--- config.mk ---
export PLATFORM = sky130hd
export DESIGN_NAME = cabac_ctx_init_loader
export DESIGN_NICKNAME = d
export VERILOG_FILES = /design/src/rtl/cabac_ctx_init_loader_pkg.sv /design/src/rtl/cabac_ctx_init_calc.sv /design/src/rtl/cabac_ctx_init_loader.sv
export SDC_FILE = /design/constraint.sdc
export NUM_CORES = 1
export LEC_CHECK = 0
export CAP_MARGIN = 20
export CORE_MARGIN = 3
export CORE_UTILIZATION = 58
export CTS_CLUSTER_DIAMETER = 50
export DETAILED_ROUTE_END_ITERATION = 10
export GPL_TIMING_DRIVEN = 0
export HOLD_SLACK_MARGIN = 0.12
export PLACE_DENSITY = 0.8
export SLEW_MARGIN = 15
export SYNTH_ARGS = -nofsm -noshare
export SYNTH_HDL_FRONTEND = slang
export SYNTH_HIERARCHICAL = 1
export SYNTH_SLANG_ARGS = --single-unit
--- constraint.sdc ---
create_clock -name clk -period 9.05 [get_ports clk]
set_input_delay 0.905 -clock clk [delete_from_list [all_inputs] [get_ports clk]]
set_output_delay 0.905 -clock clk [all_outputs]
set_load 0.1 [all_outputs]
--- src/rtl/cabac_ctx_init_loader_pkg.sv ---
// Shared constants and types for the CABAC context-init loader and its
// per-context arithmetic.
package cabac_ctx_init_loader_pkg;

  localparam int CTX_NUM = 64;
  localparam int ADDR_W  = 6;
  localparam int WORD_W  = 16;

  localparam logic [5:0] QP_MAX  = 6'd51;
  localparam logic [6:0] PRE_MIN = 7'd1;
  localparam logic [6:0] PRE_MAX = 7'd126;

  localparam int M_MSB = 15;
  localparam int M_LSB = 8;
  localparam int N_MSB = 7;
  localparam int N_LSB = 0;

  localparam logic [ADDR_W-1:0] LAST_ADDR = ADDR_W'(CTX_NUM - 1);

  typedef struct packed {
    logic [5:0] p_state_idx;
    logic       val_mps;
  } ctx_state_t;

  // Slice QP above the legal maximum saturates rather than wrapping.
  function automatic logic [5:0] clip_qp(input logic [5:0] qp);
    if (qp > QP_MAX) begin
      return QP_MAX;
    end else begin
      return qp;
    end
  endfunction

endpackage

--- src/rtl/cabac_ctx_init_calc.sv ---
// Combinational (m, n, qp) -> {pStateIdx, valMps} context initialisation,
// shared with the decoder-side init path.
module cabac_ctx_init_calc
  import cabac_ctx_init_loader_pkg::*;
(
  input  logic [7:0] m,
  input  logic [7:0] n,
  input  logic [5:0] qp_c,
  output logic [6:0] ctx_state
);

  logic signed [14:0] m_ext_s;
  logic signed [14:0] qp_ext_s;
  logic signed [14:0] prod_s;
  logic signed [15:0] prod_w_s;
  logic signed [15:0] n_w_s;
  logic signed [15:0] t_s;
  logic [6:0]         pre_s;
  ctx_state_t         st_s;

  // Slope times QP, floor-shifted, plus offset; 16 bits covers the extremes.
  always_comb begin
    m_ext_s  = {{7{m[7]}}, m};
    qp_ext_s = {9'd0, qp_c};
    prod_s   = m_ext_s * qp_ext_s;
    prod_w_s = {prod_s[14], prod_s};
    n_w_s    = {8'd0, n};
    t_s      = (prod_w_s >>> 3'd4) + n_w_s;
    pre_s    = PRE_MIN;
    st_s     = '0;
    if (t_s < $signed({9'd0, PRE_MIN})) begin
      pre_s = PRE_MIN;
    end else if (t_s > $signed({9'd0, PRE_MAX})) begin
      pre_s = PRE_MAX;
    end else begin
      pre_s = t_s[6:0];
    end
    if (pre_s <= 7'd63) begin
      st_s.val_mps     = 1'b0;
      st_s.p_state_idx = 6'(7'd63 - pre_s);
    end else begin
      st_s.val_mps     = 1'b1;
      st_s.p_state_idx = 6'(pre_s - 7'd64);
    end
  end

  assign ctx_state = st_s;

endmodule

--- src/rtl/cabac_ctx_init_loader.sv ---
// Sweeps the context-init ROM once per slice and writes the derived
// initial context states into the context RAM.
module cabac_ctx_init_loader
  import cabac_ctx_init_loader_pkg::*;
(
  input  logic              clk,
  input  logic              rst_n,
  input  logic              start_i,
  input  logic [5:0]        qp_i,
  output logic              busy_o,
  output logic              done_o,
  output logic              rom_en_o,
  output logic [ADDR_W-1:0] rom_addr_o,
  input  logic [WORD_W-1:0] rom_data_i,
  output logic              ctx_we_o,
  output logic [ADDR_W-1:0] ctx_addr_o,
  output logic [6:0]        ctx_data_o
);

  localparam logic [1:0] S_IDLE  = 2'd0;
  localparam logic [1:0] S_READ  = 2'd1;
  localparam logic [1:0] S_DRAIN = 2'd2;
  localparam logic [1:0] S_DONE  = 2'd3;

  logic [1:0]        state_r;
  logic              busy_r;
  logic              done_r;
  logic              rom_en_r;
  logic [ADDR_W-1:0] rom_addr_r;
  logic [5:0]        qp_c_r;
  logic              vld_r;
  logic [ADDR_W-1:0] rd_addr_r;
  logic              ctx_we_r;
  logic [ADDR_W-1:0] ctx_addr_r;
  logic [6:0]        ctx_data_r;
  logic [6:0]        calc_s;

  cabac_ctx_init_calc u_calc (
    .m         (rom_data_i[M_MSB:M_LSB]),
    .n         (rom_data_i[N_MSB:N_LSB]),
    .qp_c      (qp_c_r),
    .ctx_state (calc_s)
  );

  // Sweep control: address generation, QP capture and busy/done flags.
  always_ff @(posedge clk or negedge rst_n) begin
    if (!rst_n) begin
      state_r    <= S_IDLE;
      busy_r     <= 1'b0;
      done_r     <= 1'b0;
      rom_en_r   <= 1'b0;
      rom_addr_r <= '0;
      qp_c_r     <= 6'd0;
    end else begin
      case (state_r)
        S_IDLE: begin
          if (start_i) begin
            state_r    <= S_READ;
            busy_r     <= 1'b1;
            rom_en_r   <= 1'b1;
            rom_addr_r <= '0;
            qp_c_r     <= clip_qp(qp_i);
          end
        end
        S_READ: begin
          if (rom_addr_r == LAST_ADDR) begin
            state_r  <= S_DRAIN;
            rom_en_r <= 1'b0;
          end else begin
            rom_addr_r <= rom_addr_r + 1'b1;
          end
        end
        S_DRAIN: begin
          // The last write is on the bus once the read pipe has emptied.
          if (ctx_we_r && !vld_r) begin
            state_r <= S_DONE;
            done_r  <= 1'b1;
          end
        end
        S_DONE: begin
          state_r <= S_IDLE;
          done_r  <= 1'b0;
          busy_r  <= 1'b0;
        end
        default: begin
          state_r  <= S_IDLE;
          busy_r   <= 1'b0;
          done_r   <= 1'b0;
          rom_en_r <= 1'b0;
        end
      endcase
    end
  end

  // ROM data is consumed only one cycle after an enabled read.
  always_ff @(posedge clk or negedge rst_n) begin
    if (!rst_n) begin
      vld_r      <= 1'b0;
      rd_addr_r  <= '0;
      ctx_we_r   <= 1'b0;
      ctx_addr_r <= '0;
      ctx_data_r <= 7'd0;
    end else begin
      vld_r     <= rom_en_r;
      rd_addr_r <= rom_addr_r;
      if (vld_r) begin
        ctx_we_r   <= 1'b1;
        ctx_addr_r <= rd_addr_r;
        ctx_data_r <= calc_s;
      end else begin
        ctx_we_r <= 1'b0;
      end
    end
  end

  assign busy_o     = busy_r;
  assign done_o     = done_r;
  assign rom_en_o   = rom_en_r;
  assign rom_addr_o = rom_addr_r;
  assign ctx_we_o   = ctx_we_r;
  assign ctx_addr_o = ctx_addr_r;
  assign ctx_data_o = ctx_data_r;

endmodule

-- Yosys cells after proc, flatten, opt, wreduce, memory -nomap -nowiden
Index checks and enable logic that the tools add are counted.
- bits of input ports: 25
- logic and storage cells: 58
- flip-flop bits (word level): 38
- output and inout port bits: 23
- $mul: 1
- muxes and demuxes: 18
- equal/unequal tests: 8
- add/sub/neg operators: 4
- reductions and logical operators: 12
- magnitude comparators: 4
- operator list (operator ; number):
    7-bit 2-to-1 mux ; 3
    6-bit 2-to-1 mux ; 3
    16-bit by 8-bit greater-than comparator with 1-bit output (second input constant) ; 1
    16-bit by 2-bit < comparator with 1-bit output (second input constant) ; 1
    8-bit by 7-bit multiplier with 15-bit output ; 1
    11-bit by 9-bit adder with 12-bit output ; 1
    6-bit one-hot mux with 2 select lines ; 1
    3-bit AND reduction ; 3
    2-bit != test (second input constant) ; 4
    2-bit one-hot mux with 4 select lines ; 1
    7-bit by 6-bit less-or-equal comparator with 1-bit output (second input constant) ; 1
    6-bit by 1-bit adder with 6-bit output (second input constant) ; 1
    6-bit == test (second input constant) ; 1
    6-bit greater-than comparator (second input constant) ; 1
    2-bit 2-to-1 mux ; 3
    1-bit one-hot mux with 2 select lines ; 3
    2-bit AND reduction ; 3
    2-bit nonzero test ; 3
    6-bit by 1-bit subtractor with 6-bit output (second input constant) ; 1
    6-bit subtractor (first input constant) ; 1
    2-bit == test (second input constant) ; 2
    1-bit 2-to-1 mux ; 4
    2-bit by 1-bit == test with 1-bit output (second input constant) ; 1
    2-bit zero test ; 1
    other kinds (2) ; 2

-- Logic depth before layout (Yosys ltp)
Gate-level depths: netlist of the first run.
- depth after elaboration: 7
- mapped depth: 24
- gate-level depth less buffers: 24

-- Cells and area by module
The synthesis of the first run kept the hierarchy.
- by module, submodules not included (module ; cells each ; sequential area each (µm²) ; area an instance (µm²) ; times used):
    cabac_ctx_init_calc ; 288 ; 0.0 ; 2442.3 ; 1
    cabac_ctx_init_loader ; 130 ; 950.9 ; 1567.8 ; 1

-- Least setup slack after synthesis of the first run
No wires, ideal clock.
- kind: input-to-reg
- from: in rom_data_i[11]
- to: reg ctx_data_r[0] (netlist: ctx_data_o[0])
- required time: 8.925 ns
- cell stages on the path: 21
- setup slack: 2.940 ns
- buffers on the path: 0
- arrival: 5.984 ns
- setup time: 0.125 ns
- cell sequence: and2_1 fa_1 inv_1 fa_1 inv_1 fa_1 fa_1 ha_1 a211oi_1 o21bai_1 or3_1 o21ai_2 xnor2_1 ha_1 or3_1 o221ai_2 xor2_1 o211ai_1 nor4_1 a211oi_1 mux2_2
- cells in the longest elaborated chain, start to end: 7
- elaborated cells between the ends (all ways): 8
- classes of those cells: add/sub: 1; mul: 1; order compare: 3; mux: 3
- ends and longest elaborated chain (what ; line ; source):
    start, declared ; cabac_ctx_init_loader.sv:14 ; input logic [WORD_W-1:0] rom_data_i,
    8-bit by 7-bit multiplier with 15-bit output * ; cabac_ctx_init_calc.sv:25 ; prod_s = m_ext_s * qp_ext_s;
    11-bit by 9-bit adder with 12-bit output * ; cabac_ctx_init_calc.sv:28 ; t_s = (prod_w_s >>> 3'd4) + n_w_s;
    16-bit by 8-bit greater-than comparator with 1-bit output ; cabac_ctx_init_calc.sv:33 ; end else if (t_s > $signed({9'd0, PRE_MAX})) begin
    7-bit 2-to-1 mux ; cabac_ctx_init_calc.sv:33 ;
    7-bit 2-to-1 mux * ; cabac_ctx_init_calc.sv:31 ; if (t_s < $signed({9'd0, PRE_MIN})) begin
    7-bit by 6-bit less-or-equal comparator with 1-bit output * ; cabac_ctx_init_calc.sv:38 ; if (pre_s <= 7'd63) begin
    7-bit 2-to-1 mux * ; cabac_ctx_init_calc.sv:38 ;
    via calc_s[0] ; cabac_ctx_init_loader.sv:36 ; logic [6:0] calc_s;
    end signal, assigned ; cabac_ctx_init_loader.sv:109 ; ctx_data_r <= calc_s;
    end, declared ; cabac_ctx_init_loader.sv:35 ; logic [6:0] ctx_data_r;
The timed path passes the listed nets; every way through them passes the cells marked *.
A chain may end at the register's enable or synchronous reset.

-- Final worst setup path of the first run
- from: in rom_data_i[15]
- to: reg ctx_data_r[0] (netlist: ctx_data_o[0])
Same word-level chain as after synthesis.

==> flow_summary_export.csv, run 1 <==
group,metric,value,unit
cts,cts_htree_levels,2,
global_routing,grt_pass1_wl,14.2,mm
setup_path,reg2reg_depth,24,
sta,drv_slew,0,
sta,fmax,146,MHz
setup_path,r2r_end,"ctx_data_o[0]$_DFFE_PN0P_",
power_and_ir_drop,leakagePower,0.00235,uW
floorplanning,core_area,0.00653,mm2
setup_path,cp-start-kind,"input port",
cts,path_clk_slew,0.07,ns
synth,synth_edf_count,0,
setup_path,crit_path_start,"rom_data_i[15]",
drt,drt_iter0_markers,79,
drt,drc_errors,0,
setup_path,cp_max_fo,8,
synth,ys_ff_latch,38,
power_and_ir_drop,powerDensity,73.1,mW/mm2
sta,min_period_over_period,75.6,%
cts,cts.sinks,38,
layout,final_cell_mix,"inv_1, clkdlybuf4s50_1, ha_1",
sta,tightest_slew,0.995,ns
global_routing,grt-ovfl-total,0,
drt,firstDrtPassIters,4,
run_status,outcome,"finished clean",
power_and_ir_drop,p_comb_share,8.6,%
setup_path,critPathKind,"input port to register",
global_routing,grt_pass1_vias,3279,
layout,diodes,0,
sta,relSlewSlack,33.5,%
worst_hold_path,hold_path_class,"input port to asynchronous set/reset pin",
floorplanning,fp.dieW,89.2,um
power_and_ir_drop,vdd_drop_max,68.2,uV
power_and_ir_drop,p_sw_share,20.6,%
global_routing,antenna_found_initial,0,
sta,setup_viol,0,
cts,cts_root_buf,"clkbuf_8",
drt,ant_nets,0,
floorplanning,dieArea,0.00795,mm2
placement,gp_congestion,0.804,
cts,cts_buffer_depth,2,
placement,hpwl,6.63,mm
drt,vias,3130,
power_and_ir_drop,switchingPower,70.7,uW
cts,post_cts_resize_count,0,
floorplanning,rows,29,
drt,wire_per_inst,15.1,um
power_and_ir_drop,internal-power,273,uW
synth,syn_inst,418,
synth,async_reset_ff_share,100,%
global_routing,grt_usage,22.7,%
floorplanning,start_util,61.4,%
cts,cts_hold_buf,0,
sta,rsz0062_at_grt,"false",
synth,ys_types,59,
floorplanning,io_pins,48,
layout,drive_gt1_share,9.09,%
layout,final_common_cell,"inv_1",
synth,avgSynthCellArea,9.59,um2
sta,min_period,6.84,ns
setup_path,r2r_setup_slack,2.75,ns
flow_run,max_cap_viol_count,0,
synth,post_synth_instance_area,0.00401,mm2
sta,final.setup.tns,0,ns
setup_path,worstSetupEndpoint,"ctx_data_o[0]$_DFFE_PN0P_",
setup_path,crit_path_end_kind,"register",
synth,syn-num-nets,519,
sta,whs,0.429,ns
global_routing,grt_max_degree,35,
power_and_ir_drop,sequentialPowerShare,49.4,%
setup_path,r2r_start,"qp_c_r[1]$_DFFE_PN0P_",
sta,clock_skew,0.00358,ns
cts,clk-insertion-delay-late,0.28,ns
cts,cts_buffers,5,
layout,nets,574,
drt,viasPerCell,5.69,
floorplanning,fp.dieH,89.2,um
synth,synth_ff_type,"dfrtp_1",
cts,cts_setup_buffers,0,
synth,yosysSeqAreaShare,23.7,%
setup_path,worstPathArrival,7.02,ns
sta,hold_violations,0,
placement,portBuffers,47,
power_and_ir_drop,p_clk_share,42.0,%
synth,yosysWarnings,6,
layout,syn2layout_area_growth,17.3,%
setup_path,required,9.22,ns
cts,cts_tree,"yes",
drt,drt-total-wl,8.29,mm
## power by group through the flow
| stage | clock network, uW | logic (uW) | registers [uW] |
|---|---|---|---|
| finish | 144 | 29.6 | 170 |
| global placement | 0 | 27.9 | 173 |
| floorplan | 0 | 9.77 | 173 |
| global route | 155 | 32.4 | 170 |
| detailed placement | 0 | 29.4 | 173 |
| CTS | 148 | 29.8 | 170 |
## metal layers
| metal | up-vias | global-route usage, % | part of all wire (%) |
|---|---|---|---|
| li1 | 1515 | - | - |
| met1 | 1531 | 29.5 | 44 |
| met2 | 72 | 40.0 | 51 |
| met3 | 12 | 3.13 | 3.5 |
| met4 | 0 | 6.09 | 1.4 |
| met5 | - | 0 | 0 |
## logic make-up after synthesis
logic type,after synthesis,share of synthesized area [%]
compound gates,74,13.0
simple gates,127,17.8
flops,38,23.7
mux,15,4.15
buf+inv,66,6.24
fa+ha+maj,76,30.3
xor+xnor,22,4.80
## critical path, stage by stage
cell and delay [ns]:
clkdlybuf4s50_1 0.49, nand2_1 0.15, inv_1 0.10, fa_1 0.54
inv_1 0.05, fa_1 0.48, inv_1 0.06, fa_1 0.54
inv_1 0.06, fa_1 0.50, inv_1 0.04, ha_1 0.32
o21ai_0 0.09, o21bai_1 0.13, or3_1 0.35, o21ai_2 0.11
xnor2_1 0.12, ha_1 0.24, or3_1 0.34, o221ai_2 0.17
xor2_1 0.49, o211ai_1 0.18, nor4_1 0.22, a211oi_1 0.08
mux2_2 0.27
## state kept, by name, indices dropped and copies added, names as in the netlist
name and flops:
rom_en_o 1, qp_c_r 6, vld_r 1, ctx_data_o 7, ctx_we_o 1, state_r 2, rom_addr_o 6, rd_addr_r 6
busy_o 1, ctx_addr_o 6, done_o 1
## metrics by stage
stage / setup slack (ns) / power, uW / util, % / area [um2] / std cells
floorplan: 2.94 / 183 / - / 4010 / 418
global placement: 2.05 / 201 / 70.1 / 4580 / 542
detailed placement: 1.95 / 202 / 70.3 / 4590 / 543
CTS: 2.24 / 347 / 72.0 / 4700 / 550
global route: 1.79 / 357 / 72.0 / 4700 / 550
finish: 2.21 / 344 / 72.0 / 4700 / 550
## cell usage after synthesis, drive strengths merged, types with 8 or more instances
master | number | area [um2]
nand2 | 27 | 101
and2 | 39 | 246
inv | 63 | 236
nor2 | 19 | 73.8
fa | 35 | 701
dfrtp | 38 | 951
xnor2 | 16 | 140
mux2 | 13 | 146
o21ai | 15 | 82.6
o211ai | 9 | 67.6
ha | 41 | 513
nand3 | 8 | 45.0
a21oi | 21 | 109
## area by class of cell
type | instances | area, um2
well taps | 77 | 96.3
clock buffers | 6 | 82.6
multi-input cells | 314 | 2810
repair buffers | 48 | 485
plain buffers | 3 | 13.8
flip-flops and latches | 38 | 951
clock inverters | 1 | 30.0
inverters | 63 | 236
fillers | 515 | 1830
## how the worst min path moves through the flow
stage,start,end,slack (ns),cells after the start
2_1_floorplan,rd_addr_r[0]$_DFF_PN0_,ctx_addr_o[0]$_DFFE_PN0P_,0.45,1
3_3_place_gp,rom_en_o$_DFFE_PN0P_,vld_r$_DFF_PN0_,0.43,0
3_5_place_dp,rom_en_o$_DFFE_PN0P_,vld_r$_DFF_PN0_,0.43,0
4_1_cts,rst_n,ctx_data_o[3]$_DFFE_PN0P_,0.42,1
5_1_grt,rst_n,ctx_data_o[3]$_DFFE_PN0P_,0.42,1
6_report,rst_n,ctx_data_o[5]$_DFFE_PN0P_,0.43,1
Power figures use the tool's default switching activity.
==> run 2, diff against run 1 <==
--- a/config.mk
+++ b/config.mk
@@ -7,12 +7,12 @@
 export LEC_CHECK = 0
 export CAP_MARGIN = 20
 export CORE_MARGIN = 3
-export CORE_UTILIZATION = 58
+export CORE_UTILIZATION = 52
 export CTS_CLUSTER_DIAMETER = 50
 export DETAILED_ROUTE_END_ITERATION = 10
 export GPL_TIMING_DRIVEN = 0
 export HOLD_SLACK_MARGIN = 0.12
-export PLACE_DENSITY = 0.8
+export PLACE_DENSITY = 0.76
 export SLEW_MARGIN = 15
 export SYNTH_ARGS = -nofsm -noshare
 export SYNTH_HDL_FRONTEND = slang
==> constraint.sdc (replaced) <==
create_clock -name clk -period 5.65 [get_ports clk]
set_input_delay 0.565 -clock clk [delete_from_list [all_inputs] [get_ports clk]]
set_output_delay 0.565 -clock clk [all_outputs]
set_load 0.1 [all_outputs]
==> flow_summary_export.csv, run 2 (synthesis gave the netlist of run 1 again) <==
group,metric,value,unit
run_status,outcome,"complete, but fails checks",
run_status,violations,"setup timing",
drt,drt-total-wl,8.60,mm
worst_hold_path,min_from,"rom_en_o$_DFFE_PN0P_",
setup_path,r2r_setup_slack,-0.17,ns
setup_path,critPathKind,"register to register",
floorplanning,fp.dieH,93.8,um
setup_path,cp_max_fo,7,
sta,min_period_over_period,103,%
sta,setup_viol,7,
cts,cts.sinks,38,
layout,syn2layout_area_growth,25.7,%
placement,hpwl,6.51,mm
floorplanning,fp.dieW,93.8,um
placement,portBuffers,47,
setup_path,crit_path_start,"qp_c_r[3]$_DFFE_PN0P_",
cts,path_clk_slew,0.09,ns
global_routing,grt_max_degree,36,
power_and_ir_drop,vdd_drop_max,134,uV
drt,drc_errors,0,
drt,firstDrtPassIters,4,
setup_path,required,5.84,ns
floorplanning,io_pins,48,
floorplanning,start_util,54.4,%
sta,tightest_slew,0.996,ns
cts,cts_tree,"yes",
global_routing,grt-ovfl-total,0,
drt,drt_iter0_markers,77,
setup_path,cp-start-kind,"register",
layout,largest_reg_flops,7,
setup_path,r2r_start,"qp_c_r[3]$_DFFE_PN0P_",
global_routing,busiest_layer,"met2",
layout,final_common_cell,"inv_1",
global_routing,grt_pass1_wl,15.2,mm
power_and_ir_drop,powerDensity,119,mW/mm2
setup_path,path_cells,"and2_4, fa_1, ha_1, inv_2, fa_1, inv_1, fa_1, ha_4, nand4_1, o22ai_4, o21a_1, nor2_2, nor2b_1, nor2_1, xnor2_1, ha_1, nand3_1, o211ai_1, o221ai_2, or2b_1, o2111ai_2, nor4b_4, o211ai_1, mux2_4",
cts,cts_root_buf,"clkbuf_8",
setup_path,crit_path_frequent_cell,"fa_1",
floorplanning,core_area,0.00737,mm2
sta,relSlewSlack,33.4,%
cts,clk-insertion-delay-late,0.30,ns
sta,fmax,172,MHz
sta,rsz0062_at_grt,"true",
power_and_ir_drop,leakagePower,0.00249,uW
drt,wire_per_inst,14.5,um
global_routing,antenna_found_initial,0,
global_routing,grt_pass1_vias,3445,
drt,ant_nets,0,
setup_path,worstSetupEndpoint,"ctx_data_o[2]$_DFFE_PN0P_",
sta,setup_ws,-0.175,ns
layout,design_area,0.00504,mm2
layout,diodes,0,
power_and_ir_drop,power.total,600,uW
layout,nets,594,
placement,place_area,0.00467,mm2
sta,hold_violations,0,
layout,final_cell_mix,"inv_1, clkdlybuf4s50_1, ha_1",
floorplanning,rows,31,
layout,drive_gt1_share,18.8,%
setup_path,r2r_end,"ctx_data_o[2]$_DFFE_PN0P_",
sta,min_period,5.82,ns
placement,gp_congestion,0.831,
worst_hold_path,hold_path_class,"register to register",
flow_run,max_cap_viol_count,0,
floorplanning,dieArea,0.00880,mm2
drt,vias,3216,
global_routing,grt_usage,21.4,%
setup_path,worst_path_largest_cell_delay,0.53,ns
setup_path,crit_path_end_kind,"register",
global_routing,met1_usage,27.9,%
setup_path,slowest_stage,"fa_1",
cts,cts_buffer_depth,2,
sta,clock_skew,0.0130,ns
setup_path,worstPathArrival,6.01,ns
cts,cts_htree_levels,2,
layout,fillers,593,
global_routing,grt_util_met3,2.72,%
drt,viasPerCell,5.42,
cts,cts_buffers,5,
global_routing,globalRouteMet2Util,37.4,%
setup_path,reg2reg_depth,24,
sta,drv_slew,0,
-- run 2: critical path: cells and delay by family, from the launching register on --
family | cells | cell delay [ns]
fa+ha+maj | 6 | 2.42
simple gates | 8 | 1.27
compound gates | 6 | 1.07
flops | 1 | 0.47
mux | 1 | 0.28
xor+xnor | 1 | 0.12
buf+inv | 2 | 0.10
-- run 2: worst min-delay path by stage --
stage | endpoint | depth (start not counted)
after floorplan | busy_o$_DFFE_PN0P_ | 0
after global routing | vld_r$_DFF_PN0_ | 0
final | vld_r$_DFF_PN0_ | 0
after CTS | vld_r$_DFF_PN0_ | 0
after global placement | vld_r$_DFF_PN0_ | 0
after detailed placement | ctx_data_o[3]$_DFFE_PN0P_ | 1
-- run 2: layout make-up --
cell class | instances | area (um2) | share of cell area [%]
Multi-Input combinational cell | 314 | 2950 | 58.5
Sequential cell | 38 | 955 | 18.9
Timing Repair Buffer | 68 | 627 | 12.4
Inverter | 63 | 236 | 4.69
Tap cell | 99 | 124 | 2.46
Clock buffer | 5 | 68.8 | 1.37
Clock inverter | 3 | 68.8 | 1.37
Buffer | 3 | 13.8 | 0.273
-- run 2: per-layer routing --
layer,wire (um),part of all wire [%]
met1,3800,44
met4,87,1.0
met2,4500,52
met5,0,0
met3,219,2.5
-- run 2: report_power, final --
part	total (uW)	internal [uW]	switching [uW]	leakage, uW
clock	276	177	99.4	0.0000683
combinational	51.5	26.3	25.2	0.00191
sequential	272	272	0	0.000510
total	600	475	125	0.00249
-- run 2: through the flow --
step           hold WS, ns  cells  TNS [ns]  setup slack, ns  util [%]
2_1_floorplan        0.269    418         0          0.00345         -
3_3_place_gp         0.427    564     -6.07           -0.891      63.1
3_5_place_dp         0.388    565     -7.02            -1.04      63.3
4_1_cts              0.436    590    -0.547          -0.0948      68.0
5_1_grt              0.452    593     -2.85           -0.449      68.4
6_report             0.434    593     -1.02           -0.175      68.4
-- run 2: repair_timing --
action                                 CTS  global route
pin swaps                               20            11
buffers inserted                        16             3
setup endpoints to repair                7             7
hold buffers                             1             0
endpoints found under the hold margin    3             0
resized for setup                       45             1
==> run 3, diff against run 2 <==
--- a/config.mk
+++ b/config.mk
@@ -6,13 +6,12 @@
 export NUM_CORES = 1
 export LEC_CHECK = 0
 export CAP_MARGIN = 20
-export CORE_MARGIN = 3
-export CORE_UTILIZATION = 52
+export CORE_UTILIZATION = 57
 export CTS_CLUSTER_DIAMETER = 50
 export DETAILED_ROUTE_END_ITERATION = 10
 export GPL_TIMING_DRIVEN = 0
 export HOLD_SLACK_MARGIN = 0.12
-export PLACE_DENSITY = 0.76
+export PLACE_DENSITY = 0.79
 export SLEW_MARGIN = 15
 export SYNTH_ARGS = -nofsm -noshare
 export SYNTH_HDL_FRONTEND = slang
==> constraint.sdc (replaced) <==
create_clock -name clk -period 6.6 [get_ports clk]
set_input_delay 0.66 -clock clk [delete_from_list [all_inputs] [get_ports clk]]
set_output_delay 0.66 -clock clk [all_outputs]
set_load 0.1 [all_outputs]
==> flow_summary_export.csv, run 3 (synthesis gave the netlist of run 1 again) <==
group,metric,value,unit
drt,firstDrtPassIters,4,
power_and_ir_drop,vdd_drop_max,83.5,uV
setup_path,slowest_stage,"fa_1",
sta,relSlewSlack,33.1,%
placement,hpwl,6.46,mm
layout,fillers,529,
drt,vias,3077,
sta,rsz0062_at_grt,"false",
global_routing,grt_pass1_wl,13.8,mm
floorplanning,fp.dieW,85.9,um
sta,fmax,162,MHz
setup_path,required,6.78,ns
floorplanning,io_pins,48,
sta,min_period,6.17,ns
layout,design_area,0.00482,mm2
sta,tightest_slew,1.00,ns
flow_run,max_cap_viol_count,0,
cts,cts_hold_buf,0,
setup_path,cp-start-kind,"input port",
layout,multi_input_area,0.00287,mm2
drt,viasPerCell,5.36,
floorplanning,core_area,0.00679,mm2
global_routing,grt_max_degree,23,
global_routing,grt_pass1_vias,3181,
power_and_ir_drop,power.total,441,uW
power_and_ir_drop,internal-power,339,uW
cts,cts_buffer_depth,2,
cts,clk-insertion-delay-late,0.29,ns
setup_path,cp_num_buf_inv,5,
setup_path,critPathKind,"input port to register",
power_and_ir_drop,p_clk_share,37.4,%
setup_path,worstPathArrival,6.35,ns
cts,cts_tree,"yes",
cts,cts_htree_levels,2,
floorplanning,fp.dieH,85.9,um
power_and_ir_drop,powerDensity,91.3,mW/mm2
setup_path,cpLargestDelayFamily,"adder cells",
global_routing,antenna_found_initial,0,
placement,gp_congestion,0.841,
power_and_ir_drop,p_sw_share,23.2,%
layout,instances_no_fill,574,
global_routing,grt-ovfl-total,0,
floorplanning,rows,30,
setup_path,crit_path_frequent_cell,"ha_1",
drt,wire_per_inst,14.0,um
layout,final_cell_mix,"inv_1, ha_1, clkdlybuf4s50_1",
drt,ant_nets,0,
layout,syn2layout_area_growth,20.3,%
layout,diodes,0,
run_status,outcome,"finished clean",
sta,drv_slew,0,
power_and_ir_drop,switchingPower,102,uW
drt,wirelength_met1,3.72,mm
placement,dp.cells,562,
power_and_ir_drop,p_comb_share,9.8,%
power_and_ir_drop,leakagePower,0.00245,uW
cts,cts_root_buf,"clkbuf_8",
sta,min_period_over_period,93.5,%
drt,drt-total-wl,8.05,mm
layout,drive_gt1_share,10.9,%
placement,place_area,0.00462,mm2
cts,cts.sinks,38,
sta,setup_viol,0,
sta,final.setup.tns,0,ns
layout,nets,578,
power_and_ir_drop,sequentialPowerShare,52.8,%
cts,path_clk_slew,0.08,ns
drt,wl_met3,165,um
global_routing,grt_usage,23.4,%
layout,largest_reg_flops,7,
layout,final_common_cell,"inv_1",
floorplanning,dieArea,0.00737,mm2
setup_path,cp_max_fo,6,
floorplanning,start_util,59.0,%
sta,clock_skew,0.00913,ns
worst_hold_path,hold_path_class,"input port to asynchronous set/reset pin",
sta,hold_violations,0,
layout,register_area,951,um2
drt,top_layer_used,"met4",
setup_path,worst_path_largest_cell_delay,0.53,ns
drt,drt_iter0_markers,82,
placement,portBuffers,47,
cts,cts_buffers,5,
drt,route.met2.wl,4.04,mm
sta,whs,0.308,ns
setup_path,crit_path_end_kind,"register",
drt,drc_errors,0,
==> run 3: per-layer routing <==
layer  GRT usage [%]  vias up
li1                -     1535
met1            30.1     1490
met2            41.2       41
met3            2.89       11
met4            7.27        0
met5               0        -
==> run 3: layout make-up <==
type	count	share of cell area, %
sequential	38	19.7
inverter	63	4.90
multi-input combinational	314	59.4
timing repair buffer	52	11.2
clock inverter	2	0.259
tap	96	2.49
buffer	3	0.285
clock buffer	6	1.71
==> run 3: through the flow <==
stage	utilization [%]	worst slack [ns]
floorplan	-	0.735
global placement	67.7	-0.169
detailed placement	68.0	-0.268
CTS	69.4	0.0304
global route	71.0	0.163
finish	71.0	0.432
==> run 3: worst paths after layout <==
path                       slack (ns)                         to  cells after the start                   from
min in group clk                 0.45            vld_r$_DFF_PN0_                      0   rom_en_o$_DFFE_PN0P_
hold / removal                   0.31  ctx_addr_o[2]$_DFFE_PN0P_                      1                  rst_n
setup / recovery                 0.43  ctx_data_o[6]$_DFFE_PN0P_                     27          rom_data_i[8]
hold reg to reg                  0.45            vld_r$_DFF_PN0_                      0   rom_en_o$_DFFE_PN0P_
max in group asynchronous        5.83         ctx_we_o$_DFF_PN0_                      2                  rst_n
setup reg to reg                 0.49  ctx_data_o[1]$_DFFE_PN0P_                     24  qp_c_r[1]$_DFFE_PN0P_
==> run 3: repair_timing <==
| item | 4_1_cts | 5_1_grt |
|---|---|---|
| setup endpoints to repair | 0 | 7 |
| setup buffers | 0 | 4 |
| gates resized for setup | 0 | 15 |
==> run 3: power by group through the flow <==
| stage | Combinational [uW] | Clock, uW | Sequential (uW) |
|---|---|---|---|
| final | 43.2 | 165 | 233 |
| after global routing | 47.5 | 181 | 233 |
| after CTS | 41.5 | 171 | 233 |
| after detailed placement | 41.1 | 0 | 237 |
| after global placement | 38.3 | 0 | 237 |
| after floorplan | 13.4 | 0 | 237 |
==> run 3: worst reg2reg max path: cells and delay by family, from the launching register on <==
family,cells,cell delay [ns]
multiplexers,1,0.27
AND/OR/NAND/NOR,5,1.22
flip-flops,1,0.52
buffers and inverters,5,0.30
AO/OA/AOI/OAI,6,1.01
XOR/XNOR,1,0.10
adder cells (fa/ha/maj),6,2.58
